==> config.mk <==
export PLATFORM = sky130hd
export DESIGN_NAME = alu_issue_ctrl_flat
export DESIGN_NICKNAME = d
export VERILOG_FILES = /design/src/rtl/alu_issue_ctrl_if.sv /design/src/rtl/alu_issue_ctrl.sv /design/src/flat_wrapper.sv
export SDC_FILE = /design/constraint.sdc
export NUM_CORES = 1
export LEC_CHECK = 0
export ABC_AREA = 1
export CELL_PAD_IN_SITES_DETAIL_PLACEMENT = 1
export CELL_PAD_IN_SITES_GLOBAL_PLACEMENT = 2
export CORE_ASPECT_RATIO = 0.75
export CORE_MARGIN = 5
export CORE_UTILIZATION = 25
export CTS_BUF_LIST = sky130_fd_sc_hd__clkbuf_16
export DETAILED_ROUTE_END_ITERATION = 16
export GPL_TIMING_DRIVEN = 0
export PLACE_DENSITY_LB_ADDON = 0.1
export SETUP_SLACK_MARGIN = 0.3
export SLEW_MARGIN = 20
export SYNTH_ARGS = -nofsm -noshare
export SYNTH_HDL_FRONTEND = slang
export SYNTH_SLANG_ARGS = --single-unit
==> constraint.sdc <==
create_clock -name clk -period 2.35 [get_ports clk]
set_clock_uncertainty 0.2 [all_clocks]
set_input_delay 0.47 -clock clk [delete_from_list [all_inputs] [get_ports clk]]
set_output_delay 0.47 -clock clk [all_outputs]
set_load 0.02 [all_outputs]
==> src/rtl/alu_issue_ctrl_if.sv <==
// alu_issue_ctrl_if
//   Bundles the three channels around the ALU issue controller:
//     request  : req_valid/req_ready/req_funct/req_a/req_b (pipeline -> ctrl)
//     response : rsp_valid/rsp_ready/rsp_data              (ctrl -> pipeline)
//     ALU      : alu_a/alu_b/alu_signal out, alu_dataOut in
//     status   : hilo_done, div_zero pulses; dbg_state exposes the FSM state
//   Handshake rule for both valid/ready channels: a transfer happens on a
//   rising clock edge where valid and ready are both high. Once raised, valid
//   and its payload stay stable until that transfer happens.
//   Modports: slave = the issue controller, master = the environment
//   (pipeline plus ALU complex) that talks to it.
interface alu_issue_ctrl_if #(
    parameter int WIDTH = 32
);
    logic             req_valid;
    logic             req_ready;
    logic [5:0]       req_funct;
    logic [WIDTH-1:0] req_a;
    logic [WIDTH-1:0] req_b;
    logic [WIDTH-1:0] alu_a;
    logic [WIDTH-1:0] alu_b;
    logic [5:0]       alu_signal;
    logic [WIDTH-1:0] alu_dataOut;
    logic             rsp_valid;
    logic             rsp_ready;
    logic [WIDTH-1:0] rsp_data;
    logic             hilo_done;
    logic             div_zero;
    logic [1:0]       dbg_state;

    modport slave (
        input  req_valid, req_funct, req_a, req_b, rsp_ready, alu_dataOut,
        output req_ready, rsp_valid, rsp_data, alu_a, alu_b, alu_signal,
               hilo_done, div_zero, dbg_state
    );

    modport master (
        output req_valid, req_funct, req_a, req_b, rsp_ready, alu_dataOut,
        input  req_ready, rsp_valid, rsp_data, alu_a, alu_b, alu_signal,
               hilo_done, div_zero, dbg_state
    );
endinterface

==> src/rtl/alu_issue_ctrl.sv <==
// alu_issue_ctrl
//   Initiator side of the ALU operand/function interface. Accepts one decoded
//   op at a time, drives operands and function code to the ALU, holds them
//   through the ALU latency (or the full divide time for DIVU), captures the
//   ALU result and hands it back over a valid/ready response channel.
// Ports
//   clk    : rising-edge clock
//   reset  : asynchronous, active-low reset
//   bus    : alu_issue_ctrl_if.slave (request, response, ALU and status signals)
// Configuration
//   ALU_ISSUE_DIVZERO_EN : when defined, a DIVU with a zero divisor is not
//   issued to the divider; div_zero pulses instead. Otherwise div_zero is 0.
module alu_issue_ctrl #(
    parameter int         WIDTH      = 32,
    parameter int         ALU_LAT    = 1,
    parameter int         DIV_CYCLES = 32,
    parameter logic [5:0] NOP_FUNCT  = 6'h3F,
    parameter logic [5:0] DIVU_FUNCT = 6'd27
) (
    input logic             clk,
    input logic             reset,
    alu_issue_ctrl_if.slave bus
);

    localparam logic [1:0] S_IDLE = 2'd0;
    localparam logic [1:0] S_EXEC = 2'd1;
    localparam logic [1:0] S_DIV  = 2'd2;
    localparam logic [1:0] S_RESP = 2'd3;

    localparam int MAX_CNT = (DIV_CYCLES > ALU_LAT) ? DIV_CYCLES : ALU_LAT;
    localparam int CNT_W   = $clog2(MAX_CNT) + 1;
    localparam logic [CNT_W-1:0] EXEC_LOAD = CNT_W'(ALU_LAT - 1);
    localparam logic [CNT_W-1:0] DIV_LOAD  = CNT_W'(DIV_CYCLES - 1);

    logic [1:0]       state_q, state_d;
    logic [CNT_W-1:0] cnt_q, cnt_d;
    logic [WIDTH-1:0] alu_a_q, alu_a_d;
    logic [WIDTH-1:0] alu_b_q, alu_b_d;
    logic [5:0]       alu_signal_q, alu_signal_d;
    logic             rsp_valid_q, rsp_valid_d;
    logic [WIDTH-1:0] rsp_data_q, rsp_data_d;
    logic             hilo_done_q, hilo_done_d;
    logic             div_zero_hit;

`ifdef ALU_ISSUE_DIVZERO_EN
    logic div_zero_q, div_zero_d;
    assign div_zero_hit = (bus.req_funct == DIVU_FUNCT) && (bus.req_b == '0);
    assign div_zero_d   = (state_q == S_IDLE) && bus.req_valid && div_zero_hit;
    assign bus.div_zero = div_zero_q;
`else
    assign div_zero_hit = 1'b0;
    assign bus.div_zero = 1'b0;
`endif

    always_comb begin
        state_d      = state_q;
        cnt_d        = cnt_q;
        alu_a_d      = alu_a_q;
        alu_b_d      = alu_b_q;
        alu_signal_d = alu_signal_q;
        rsp_valid_d  = rsp_valid_q;
        rsp_data_d   = rsp_data_q;
        hilo_done_d  = 1'b0;
        case (state_q)
            S_IDLE: begin
                // A zero-divisor DIVU is swallowed here: the divider keeps
                // seeing NOP so Hi/Lo are untouched, and we stay ready.
                if (bus.req_valid && !div_zero_hit) begin
                    alu_a_d      = bus.req_a;
                    alu_b_d      = bus.req_b;
                    alu_signal_d = bus.req_funct;
                    if (bus.req_funct == DIVU_FUNCT) begin
                        state_d = S_DIV;
                        cnt_d   = DIV_LOAD;
                    end else begin
                        state_d = S_EXEC;
                        cnt_d   = EXEC_LOAD;
                    end
                end
            end
            S_EXEC: begin
                if (cnt_q == '0) begin
                    rsp_data_d   = bus.alu_dataOut;
                    rsp_valid_d  = 1'b1;
                    alu_signal_d = NOP_FUNCT;
                    state_d      = S_RESP;
                end else begin
                    cnt_d = cnt_q - 1'b1;
                end
            end
            S_DIV: begin
                // DIVU must be held for the whole divide; dropping to NOP
                // marks completion and Hi/Lo are valid from the next cycle.
                if (cnt_q == '0) begin
                    alu_signal_d = NOP_FUNCT;
                    hilo_done_d  = 1'b1;
                    state_d      = S_IDLE;
                end else begin
                    cnt_d = cnt_q - 1'b1;
                end
            end
            S_RESP: begin
                if (bus.rsp_ready) begin
                    rsp_valid_d = 1'b0;
                    state_d     = S_IDLE;
                end
            end
            default: state_d = S_IDLE;
        endcase
    end

    always_ff @(posedge clk or negedge reset) begin
        if (!reset) begin
            state_q      <= S_IDLE;
            cnt_q        <= '0;
            alu_a_q      <= '0;
            alu_b_q      <= '0;
            alu_signal_q <= NOP_FUNCT;
            rsp_valid_q  <= 1'b0;
            rsp_data_q   <= '0;
            hilo_done_q  <= 1'b0;
`ifdef ALU_ISSUE_DIVZERO_EN
            div_zero_q   <= 1'b0;
`endif
        end else begin
            state_q      <= state_d;
            cnt_q        <= cnt_d;
            alu_a_q      <= alu_a_d;
            alu_b_q      <= alu_b_d;
            alu_signal_q <= alu_signal_d;
            rsp_valid_q  <= rsp_valid_d;
            rsp_data_q   <= rsp_data_d;
            hilo_done_q  <= hilo_done_d;
`ifdef ALU_ISSUE_DIVZERO_EN
            div_zero_q   <= div_zero_d;
`endif
        end
    end

    assign bus.req_ready  = (state_q == S_IDLE);
    assign bus.alu_a      = alu_a_q;
    assign bus.alu_b      = alu_b_q;
    assign bus.alu_signal = alu_signal_q;
    assign bus.rsp_valid  = rsp_valid_q;
    assign bus.rsp_data   = rsp_data_q;
    assign bus.hilo_done  = hilo_done_q;
    assign bus.dbg_state  = state_q;

endmodule

==> src/flat_wrapper.sv <==
// flat-port wrapper written by rule: the top's interface ports become plain ports
module alu_issue_ctrl_flat 
#(
    parameter int         WIDTH      = 32,
    parameter int         ALU_LAT    = 1,
    parameter int         DIV_CYCLES = 32,
    parameter logic [5:0] NOP_FUNCT  = 6'h3F,
    parameter logic [5:0] DIVU_FUNCT = 6'd27
)
  (clk, reset, bus_req_valid, bus_req_funct, bus_req_a, bus_req_b, bus_rsp_ready, bus_alu_dataOut, bus_req_ready, bus_rsp_valid, bus_rsp_data, bus_alu_a, bus_alu_b, bus_alu_signal, bus_hilo_done, bus_div_zero, bus_dbg_state);
  alu_issue_ctrl_if #(.WIDTH(WIDTH)) bus_i ();
  input logic clk;
  input logic reset;
  input wire logic [$bits(bus_i.req_valid)-1:0] bus_req_valid;
  input wire logic [$bits(bus_i.req_funct)-1:0] bus_req_funct;
  input wire logic [$bits(bus_i.req_a)-1:0] bus_req_a;
  input wire logic [$bits(bus_i.req_b)-1:0] bus_req_b;
  input wire logic [$bits(bus_i.rsp_ready)-1:0] bus_rsp_ready;
  input wire logic [$bits(bus_i.alu_dataOut)-1:0] bus_alu_dataOut;
  output wire logic [$bits(bus_i.req_ready)-1:0] bus_req_ready;
  output wire logic [$bits(bus_i.rsp_valid)-1:0] bus_rsp_valid;
  output wire logic [$bits(bus_i.rsp_data)-1:0] bus_rsp_data;
  output wire logic [$bits(bus_i.alu_a)-1:0] bus_alu_a;
  output wire logic [$bits(bus_i.alu_b)-1:0] bus_alu_b;
  output wire logic [$bits(bus_i.alu_signal)-1:0] bus_alu_signal;
  output wire logic [$bits(bus_i.hilo_done)-1:0] bus_hilo_done;
  output wire logic [$bits(bus_i.div_zero)-1:0] bus_div_zero;
  output wire logic [$bits(bus_i.dbg_state)-1:0] bus_dbg_state;
  assign bus_i.req_valid = bus_req_valid;
  assign bus_i.req_funct = bus_req_funct;
  assign bus_i.req_a = bus_req_a;
  assign bus_i.req_b = bus_req_b;
  assign bus_i.rsp_ready = bus_rsp_ready;
  assign bus_i.alu_dataOut = bus_alu_dataOut;
  assign bus_req_ready = bus_i.req_ready;
  assign bus_rsp_valid = bus_i.rsp_valid;
  assign bus_rsp_data = bus_i.rsp_data;
  assign bus_alu_a = bus_i.alu_a;
  assign bus_alu_b = bus_i.alu_b;
  assign bus_alu_signal = bus_i.alu_signal;
  assign bus_hilo_done = bus_i.hilo_done;
  assign bus_div_zero = bus_i.div_zero;
  assign bus_dbg_state = bus_i.dbg_state;
  alu_issue_ctrl #(.WIDTH(WIDTH), .ALU_LAT(ALU_LAT), .DIV_CYCLES(DIV_CYCLES), .NOP_FUNCT(NOP_FUNCT), .DIVU_FUNCT(DIVU_FUNCT)) u_core (.clk(clk), .reset(reset), .bus(bus_i));
endmodule
Word level (Yosys, flattened, before mapping)
Cells that the tools add are included.
{ "totals": {"reg_bits": 112, "in_bits": 106, "output_inout_bits": 108, "word_cells": 48} }
{ "classes": {"add_sub_neg": 1, "n_eq_ne": 10, "mux": 18, "n_reduce_logical": 11} }
{ "op_table": {"columns": ["operator", "count"], "rows": [
  ["$mux 6", 4],
  ["$pmux 6 s2", 2],
  ["$mux 2", 5],
  ["$reduce_and 3->1", 3],
  ["$pmux 2 s4", 1],
  ["$eq 6x5->1 const B", 1],
  ["$logic_not 6->1", 1],
  ["$ne 2x1->1 const B", 3],
  ["$ne 2x2->1 const B", 3],
  ["$sub 6x1->6 const B", 1],
  ["$mux 5", 1],
  ["$eq 2x2->1 const B", 2],
  ["$mux 1", 4],
  ["$reduce_and 2->1", 2],
  ["$reduce_and 4->1", 1],
  ["$reduce_bool 2->1", 2],
  ["$eq 2x1->1 const B", 1],
  ["$logic_not 2->1", 1],
  ["$pmux 1 s2", 1],
  ["$reduce_or 2->1", 1]
]} }

Logic depth before layout (Yosys ltp)
Gate-level depths: netlist of the first run.
{ "depth": {"word_depth": 4, "ltp_mapped": 10, "mapped_depth_nobuf": 10} }

Least setup slack after synthesis of the first run
Ideal clock, no wire load.
{ "synth_timing": {"kind": "reg-to-reg", "from": "reg u_core.state_q[0] (netlist: u_core.bus.dbg_state[0])", "to": "reg u_core.cnt_q[5]", "setup_ns": 0.119, "arrival_ns": 1.700, "t_required_ns": 2.031, "slack_ns": 0.331, "path_stages_with_launch": 11, "path_buffers": 0, "synth_period_minus_slack_ns": 2.019, "path_cell_list": "dfrtp_1 inv_1 ha_1 inv_2 nor2_4 nor2_4 nand2_1 nand2_4 clkinv_4 nand2_1 o21ai_2"} }
{ "synth_via": {"elab_cells_between_ends": 9, "cone_classes": "4 x eq/ne; 1 x mux; 4 x reduce/logical"} }
{ "synth_rtl": {"columns": ["item", "line_no", "source"], "rows": [
  ["start, declared", "alu_issue_ctrl.sv:35", "logic [1:0] state_q, state_d;"],
  ["start signal, assigned", "alu_issue_ctrl.sv:126", "state_q <= state_d;"],
  ["$logic_not 2->1 *", null, null],
  ["via bus_req_ready", "flat_wrapper.sv:20", "output wire logic [$bits(bus_i.req_ready)-1:0] bus_req_ready;"],
  ["$ne 2x2->1 (no source line) or $reduce_bool 2->1 (tied branches)", null, null],
  ["$reduce_and 3->1 (no source line)", null, null],
  ["end signal, assigned", "alu_issue_ctrl.sv:127", "cnt_q <= cnt_d;"],
  ["end, declared", "alu_issue_ctrl.sv:36", "logic [CNT_W-1:0] cnt_q, cnt_d;"]
]} }
The timed path passes the listed nets; every way through them passes the cells marked *.
A chain may end at the register's enable or synchronous reset.

Worst setup path after layout of the first run
{ "layout_timing": {"from": "reg u_core.state_q[1] (netlist: u_core.bus.dbg_state[1])", "to": "out bus_req_ready"} }
{ "layout_via": {"elab_chain_cells": 1} }
{ "layout_lines": {"columns": ["item", "line_no", "source"], "rows": [
  ["$logic_not 2->1", "alu_issue_ctrl.sv:140", "assign bus.req_ready = (state_q == S_IDLE);"],
  ["end, declared", "flat_wrapper.sv:20", null]
]} }
No other way between the ends.

==> impl_metrics.py, run 1 <==
metrics = {
    "synth": {
        "synth_compound_area_share_pct": 5.644,
        "synth-adder-area-share_pct": 2.120,
        "avgSynthCellArea_um2": 11.69,
        "synthSimpleGateAreaFrac_pct": 12.14,
        "synth_xor_area_share_pct": 0.3710,
        "netlist_instances": 404,
        "synth_cell_type_count": 27,
        "synthMuxAreaShare_pct": 15.26,
        "seq_area_frac_synth_pct": 59.51,
        "yosys_register_bits": 112,
        "yosys_warnings": 0,
        "synthesis.nets": 518,
        "synth_area_um2": 4722,
        "synth_top_family_by_area": "multiplexers",
    },
    "die": {
        "rows": 43,
        "ios": 214,
        "core_area_um2": 18510,
        "dieArea_um2": 21770,
        "die_w_um": 168.7,
        "start_util_pct": 25.51,
        "die_h_um": 129.0,
    },
    "clock_tree": {
        "cts_sinks": 112,
        "cts_buffers": 9,
        "h-tree-depth": 3,
        "clock_latency_ns": 0.35,
        "path_clk_slew_ns": 0.08,
        "clk_path_buf_depth": 2,
        "cts-root-buf": "clkbuf_16",
        "cts_tree": "built",
    },
    "final_layout": {
        "drive_gt1_share_pct": 20.57,
        "fill_cells": 2021,
        "final_nets": 747,
        "layout.cells.non_filler": 885,
        "final_util_pct": 40.98,
        "area.growth.synth_to_final_pct": 60.63,
    },
    "setup_path": {
        "crit_slowest_cell": "dfrtp_2",
        "max_stage_delay_ns": 0.46,
        "setup.worst_path.start_class": "register",
        "crit_type": "reg -> out",
        "cp_max_fo": 6,
        "required_ns": 1.68,
        "path_cells": "inv_2, ha_4, clkdlybuf4s15_2",
        "worstSetupEndpointType": "primary output",
        "arrival_ns": 1.34,
    },
    "place": {
        "gp_congestion": 0.7551,
        "dp_hpwl_um": 11540,
        "placed_cells": 864,
        "port_buffers": 212,
    },
    "power": {
        "leakage_uw": 0.003509,
        "peakVddDrop_v": 0.0004419,
        "cellPowerDensity_nw_per_um2": 1455,
    },
    "global_routing": {
        "grtUsageTotal_pct": 13.60,
        "grt_pass1_vias": 4178,
        "grt_max_degree": 69,
        "grt_pass1_wl_um": 23170,
        "grt.overflow.total": 0,
        "grt_antenna_before_repair": 1,
    },
    "routing": {
        "ant_nets": 0,
        "vias_per_cell": 4.263,
        "vias": 3773,
        "drc_errors": 0,
        "wirelength_um": 14940,
        "drt_iter0_drc": 89,
        "dr.pass1.iters": 4,
        "wl_per_cell_um": 16.88,
    },
    "sta": {
        "report.final.slew_viol_count": 0,
        "rsz0062_at_grt": "yes",
        "hold_violations": 0,
        "period_share_pct": 85.57,
        "max_freq_mhz": 497.3,
        "fin_crit_ns": 2.011,
        "setup_viol": 0,
    },
    "run_status": {
        "run_status": "complete, no violations",
    },
    "flow_run": {
        "max_cap_violations": 0,
    },
    "worst_hold_path": {
        "min_path_type": "reg -> reg",
    },
}
power breakdown:
part	switching, uW	internal (uW)
clock	743	843
sequential	503	2930
combinational	3200	2820
cells in the mapped netlist:
cell type	number	area, um^2
dfrtp_1	106	2653
nand2_1	98	367.9
mux2_2	64	720.7
o21ai_1	21	105.1
inv_1	19	71.32
o21ai_0	16	80.08
nor2_1	11	41.29
buf_6	9	101.4
a21oi_1	8	40.04
ha_1	8	100.1
nand3_1	8	40.04
dfstp_2	6	157.7
nand2_2	5	31.28
buf_4	4	30.03
clkbuf_1	4	15.01
nor2_4	4	45.04
a21oi_4	2	32.53
nand4_1	2	12.51
clkinv_4	1	8.760
conb_1	1	3.750
inv_2	1	3.750
nand2_4	1	11.26
nand3_4	1	17.52
o21ai_2	1	8.760
or2_2	1	6.260
xnor2_1	1	8.760
xor2_1	1	8.760
area by class of cell:
class / instances / area (um^2) / area share, %
inverter: 21 / 83.83 / 1.105
buffer: 17 / 150.1 / 1.980
timing repair buffer: 218 / 2227 / 29.36
tap: 247 / 309.0 / 4.075
sequential: 112 / 2813 / 37.08
clock buffer: 9 / 225.2 / 2.969
clock inverter: 6 / 77.57 / 1.023
antenna: 1 / 2.502 / 0.03299
multi-input combinational: 254 / 1697 / 22.37
cell usage in the layout, fill, tap and decap left out, drive strengths merged:
master,count
a21oi,10
buf,19
bufinv,1
clkbuf,13
clkdlybuf4s15,1
clkdlybuf4s50,178
clkinv,2
clkinvlp,1
conb,1
dfrtp,106
dfstp,6
diode,1
dlygate4sd2,12
dlygate4sd3,1
dlymetal6s2s,20
ha,8
inv,23
mux2,64
nand2,104
nand3,9
nand4,2
nor2,15
o21ai,38
or2,1
xnor2,1
xor2,1
state kept, by name, indices dropped and copies added, names as in the netlist:
signal and cells:
u_core.bus.alu_signal 6, u_core.bus.alu_a 32, u_core.bus.rsp_valid 1, u_core.bus.rsp_data 32, u_core.bus.dbg_state 2, u_core.cnt_q 6, u_core.bus.alu_b 32, u_core.bus.hilo_done 1
logic make-up after synthesis:
logic type / count (synthesis)
AND/OR/NAND/NOR: 131
buffers and inverters: 38
XOR/XNOR: 2
adder cells (fa/ha/maj): 8
flip-flops: 112
multiplexers: 64
other: 1
AO/OA/AOI/OAI: 48
metal layers:
metal  global-route usage [%]  up-vias  wire, um
met2                    22.67      118      7282
met4                    4.485        0       382
li1                         -     1780         -
met3                    4.392       21       933
met5                        0        -         0
met1                    16.85     1854      6343
worst paths after layout:
check | startpoint | end | slack (ns) | cells after the start
min in group asynchronous | reset | u_core.bus.hilo_done$_DFF_PN0_ | 0.40 | 2
min | u_core.bus.alu_signal[2]$_DFFE_PN1P_ | u_core.bus.alu_signal[2]$_DFFE_PN1P_ | 0.27 | 2
max | u_core.bus.dbg_state[1]$_DFFE_PN0P_ | bus_req_ready | 0.34 | 3
min reg2reg | u_core.bus.alu_signal[2]$_DFFE_PN1P_ | u_core.bus.alu_signal[2]$_DFFE_PN1P_ | 0.27 | 2
max in group asynchronous | reset | u_core.bus.alu_b[30]$_DFFE_PN0P_ | 0.85 | 3
max reg2reg | u_core.bus.dbg_state[1]$_DFFE_PN0P_ | u_core.bus.alu_b[6]$_DFFE_PN0P_ | 0.46 | 5
critical path, delay by kind of cell (launching register included):
family                   cells  cell delay (ns)
adder cells (fa/ha/maj)      1             0.16
buffers and inverters        2             0.37
flip-flops                   1             0.46
per-stage QoR:
| step | cell area, um^2 | setup WS (ns) | hold WS (ns) | power, uW | TNS [ns] |
|---|---|---|---|---|---|
| after floorplan | 4722 | 0.3312 | -0.02559 | 6724 | 0 |
| after global placement | 7153 | -4.079 | 0.2545 | 9462 | -447.15 |
| after detailed placement | 7182 | 0.08348 | 0.2348 | 9629 | 0 |
| after CTS | 7490 | 0.1701 | 0.2727 | 11240 | 0 |
| after global routing | 7585 | 0.2795 | 0.2824 | 11820 | 0 |
| final | 7585 | 0.3392 | 0.2688 | 11030 | 0 |
what timing repair did:
action / in CTS / in global routing
pin swaps: 0 / 0
endpoints found under the setup margin: 100 / 116
hold buffers: 1 / 0
resized for setup: 20 / 25
hold endpoints to repair: 38 / 0
buffers inserted: 0 / 4
No activity file was read; power rests on OpenSTA's default activity.
==> inputs of run 2 (changes only) <==
--- a/config.mk
+++ b/config.mk
@@ -6,6 +6,7 @@
 export NUM_CORES = 1
 export LEC_CHECK = 0
 export ABC_AREA = 1
+export CAP_MARGIN = 20
 export CELL_PAD_IN_SITES_DETAIL_PLACEMENT = 1
 export CELL_PAD_IN_SITES_GLOBAL_PLACEMENT = 2
 export CORE_ASPECT_RATIO = 0.75
@@ -15,7 +16,7 @@
 export DETAILED_ROUTE_END_ITERATION = 16
 export GPL_TIMING_DRIVEN = 0
 export PLACE_DENSITY_LB_ADDON = 0.1
-export SETUP_SLACK_MARGIN = 0.3
+export SETUP_SLACK_MARGIN = 0.05
 export SLEW_MARGIN = 20
 export SYNTH_ARGS = -nofsm -noshare
 export SYNTH_HDL_FRONTEND = slang
==> impl_metrics.py, run 2 (synthesis gave the netlist of run 1 again) <==
metrics = {
    "flow_run": {
        "max_cap_violations": 0,
    },
    "setup_path": {
        "setup.worst_path.start_class": "register",
        "r2r_start": "u_core.bus.dbg_state[0]$_DFFE_PN0P_",
        "cp_num_buf_inv": 1,
        "max_stage_delay_ns": 0.60,
        "worstSetupEndpointType": "primary output",
        "rr_endpoint": "u_core.cnt_q[5]$_DFFE_PN0P_",
        "crit_cells": 1,
        "crit_family": "buffers and inverters",
        "arrival_ns": 1.49,
        "cp-startpoint": "u_core.bus.alu_signal[3]$_DFFE_PN1P_",
        "required_ns": 1.68,
        "r2r_slack_ns": 0.28,
        "crit_slowest_cell": "clkdlybuf4s50_1",
        "reg2regPathDepth": 10,
        "crit_end": "bus_alu_signal[3]",
        "cp_max_fo": 2,
        "path_cells": "clkdlybuf4s50_1",
        "crit_type": "reg -> out",
    },
    "routing": {
        "vias_per_cell": 4.258,
        "met1_length_um": 6284,
        "wirelength_um": 14860,
        "vias": 3751,
        "ant_nets": 0,
        "dr_wl_met2_um": 7225,
        "dr.pass1.iters": 4,
        "drt_iter0_drc": 93,
        "routed.top_layer": "met4",
        "wl_per_cell_um": 16.86,
        "drc_errors": 0,
        "met3WireLength_um": 970,
    },
    "clock_tree": {
        "clock_latency_ns": 0.35,
        "cts_tree": "built",
        "cts-root-buf": "clkbuf_16",
        "cts_sinks": 112,
        "h-tree-depth": 3,
        "clk_path_buf_depth": 2,
        "cts_buffers": 9,
        "path_clk_slew_ns": 0.08,
    },
    "global_routing": {
        "grt_pass1_vias": 4172,
        "grt_max_degree": 69,
        "grt_antenna_before_repair": 1,
        "grt.overflow.total": 0,
        "grt_pass1_wl_um": 23180,
        "grtUsageTotal_pct": 13.62,
    },
    "worst_hold_path": {
        "min_path_type": "reg -> reg",
        "worstHoldStart": "u_core.bus.alu_signal[5]$_DFFE_PN1P_",
    },
    "sta": {
        "report.final.slew_viol_count": 0,
        "worst_pin_slew_ns": 0.5103,
        "fin_crit_ns": 2.161,
        "rsz0062_at_grt": "no",
        "hold_violations": 0,
        "setup_viol": 0,
        "period_share_pct": 91.95,
        "slew_headroom_pct": 65.98,
        "max_freq_mhz": 462.8,
    },
    "place": {
        "dp_hpwl_um": 11540,
        "dpl_cell_area_um2": 7182,
        "port_buffers": 212,
        "gp_congestion": 0.7551,
    },
    "final_layout": {
        "final_nets": 743,
        "final_common_cell": "clkdlybuf4s50_1",
        "fill_cells": 2025,
        "drive_gt1_share_pct": 18.96,
        "seqCellArea_um2": 2813,
        "area.growth.synth_to_final_pct": 58.72,
        "most-common-layout-cells": "210 x clkdlybuf4s50_1, 104 x dfrtp_1, 98 x nand2_1, 64 x mux2_2, 21 x o21ai_1",
        "multi_input_area_um2": 1682,
        "fin_area_um2": 7495,
    },
    "power": {
        "cellPowerDensity_nw_per_um2": 1473,
        "power_uw": 11040,
        "peakVddDrop_v": 0.0004730,
        "leakage_uw": 0.003253,
    },
    "die": {
        "die_w_um": 168.7,
        "die_h_um": 129.0,
        "dieArea_um2": 21770,
        "core_area_um2": 18510,
        "rows": 43,
        "start_util_pct": 25.51,
        "ios": 214,
    },
    "run_status": {
        "run_status": "complete, no violations",
    },
}
[run 2: changes by cell type in the layout (fill, tap and decap cells not counted)]
cell,previous run,this run
inv_1,17,19
clkdlybuf4s15_2,1,0
dlymetal6s2s_1,20,0
buf_4,8,4
ha_1,7,8
inv_2,3,1
ha_4,1,0
clkbuf_1,1,4
dlygate4sd2_1,12,0
clkbuf_2,3,1
nand2_1,97,98
clkdlybuf4s50_1,178,210
nand2_2,6,5
[run 2: area by class of cell]
cell class / count / area share (%)
Clock buffer: 9 / 3.005
Tap cell: 247 / 4.124
Buffer: 17 / 1.953
Inverter: 21 / 1.119
Multi-Input combinational cell: 254 / 22.44
Clock inverter: 6 / 1.035
Timing Repair Buffer: 214 / 28.76
Antenna cell: 1 / 0.03339
Sequential cell: 112 / 37.53
[run 2: what timing repair did]
item / CTS / global route
resized for setup: 1 / 4
pin swaps: 0 / 0
setup endpoints to repair: 1 / 7
buffers inserted: 0 / 0
endpoints found under the hold margin: 38 / 0
hold buffers: 1 / 0
[run 2: power breakdown]
part	internal, uW	total [uW]	switching, uW	leakage [uW]
Combinational	2840	6000	3160	0.00178
Sequential	2930	3450	521	0.00133
Clock	843	1590	745	0.000146
Total	6610	11000	4430	0.00325
[run 2: worst min path at each step]
stage                                                 endpoint  slack [ns]  depth (start not counted)
after floorplan                u_core.bus.alu_a[0]$_DFFE_PN0P_       -0.03                          0
after global placement    u_core.bus.alu_signal[2]$_DFFE_PN1P_        0.25                          2
after global routing      u_core.bus.alu_signal[0]$_DFFE_PN1P_        0.28                          2
after detailed placement        u_core.bus.hilo_done$_DFF_PN0_        0.23                          1
after CTS                 u_core.bus.alu_signal[2]$_DFFE_PN1P_        0.27                          2
final                     u_core.bus.alu_signal[5]$_DFFE_PN1P_        0.27                          2
[run 2: routing by layer]
metal | global-route usage [%] | vias up
li1 | - | 1771
met1 | 16.91 | 1839
met2 | 22.67 | 120
met3 | 4.392 | 21
met4 | 4.485 | 0
met5 | 0 | -
[run 2: stage by stage]
| stage | cells | util (%) | TNS (ns) | setup WS [ns] | hold WS [ns] |
|---|---|---|---|---|---|
| global route | 881 | 40.49 | 0 | 0.1359 | 0.2837 |
| global placement | 863 | 38.65 | -447.15 | -4.079 | 0.2545 |
| detailed placement | 864 | 38.80 | 0 | 0.08348 | 0.2348 |
| floorplan | 404 | - | 0 | 0.3312 | -0.02559 |
| finish | 881 | 40.49 | 0 | 0.1893 | 0.2720 |
| CTS | 880 | 40.49 | 0 | 0.06268 | 0.2741 |
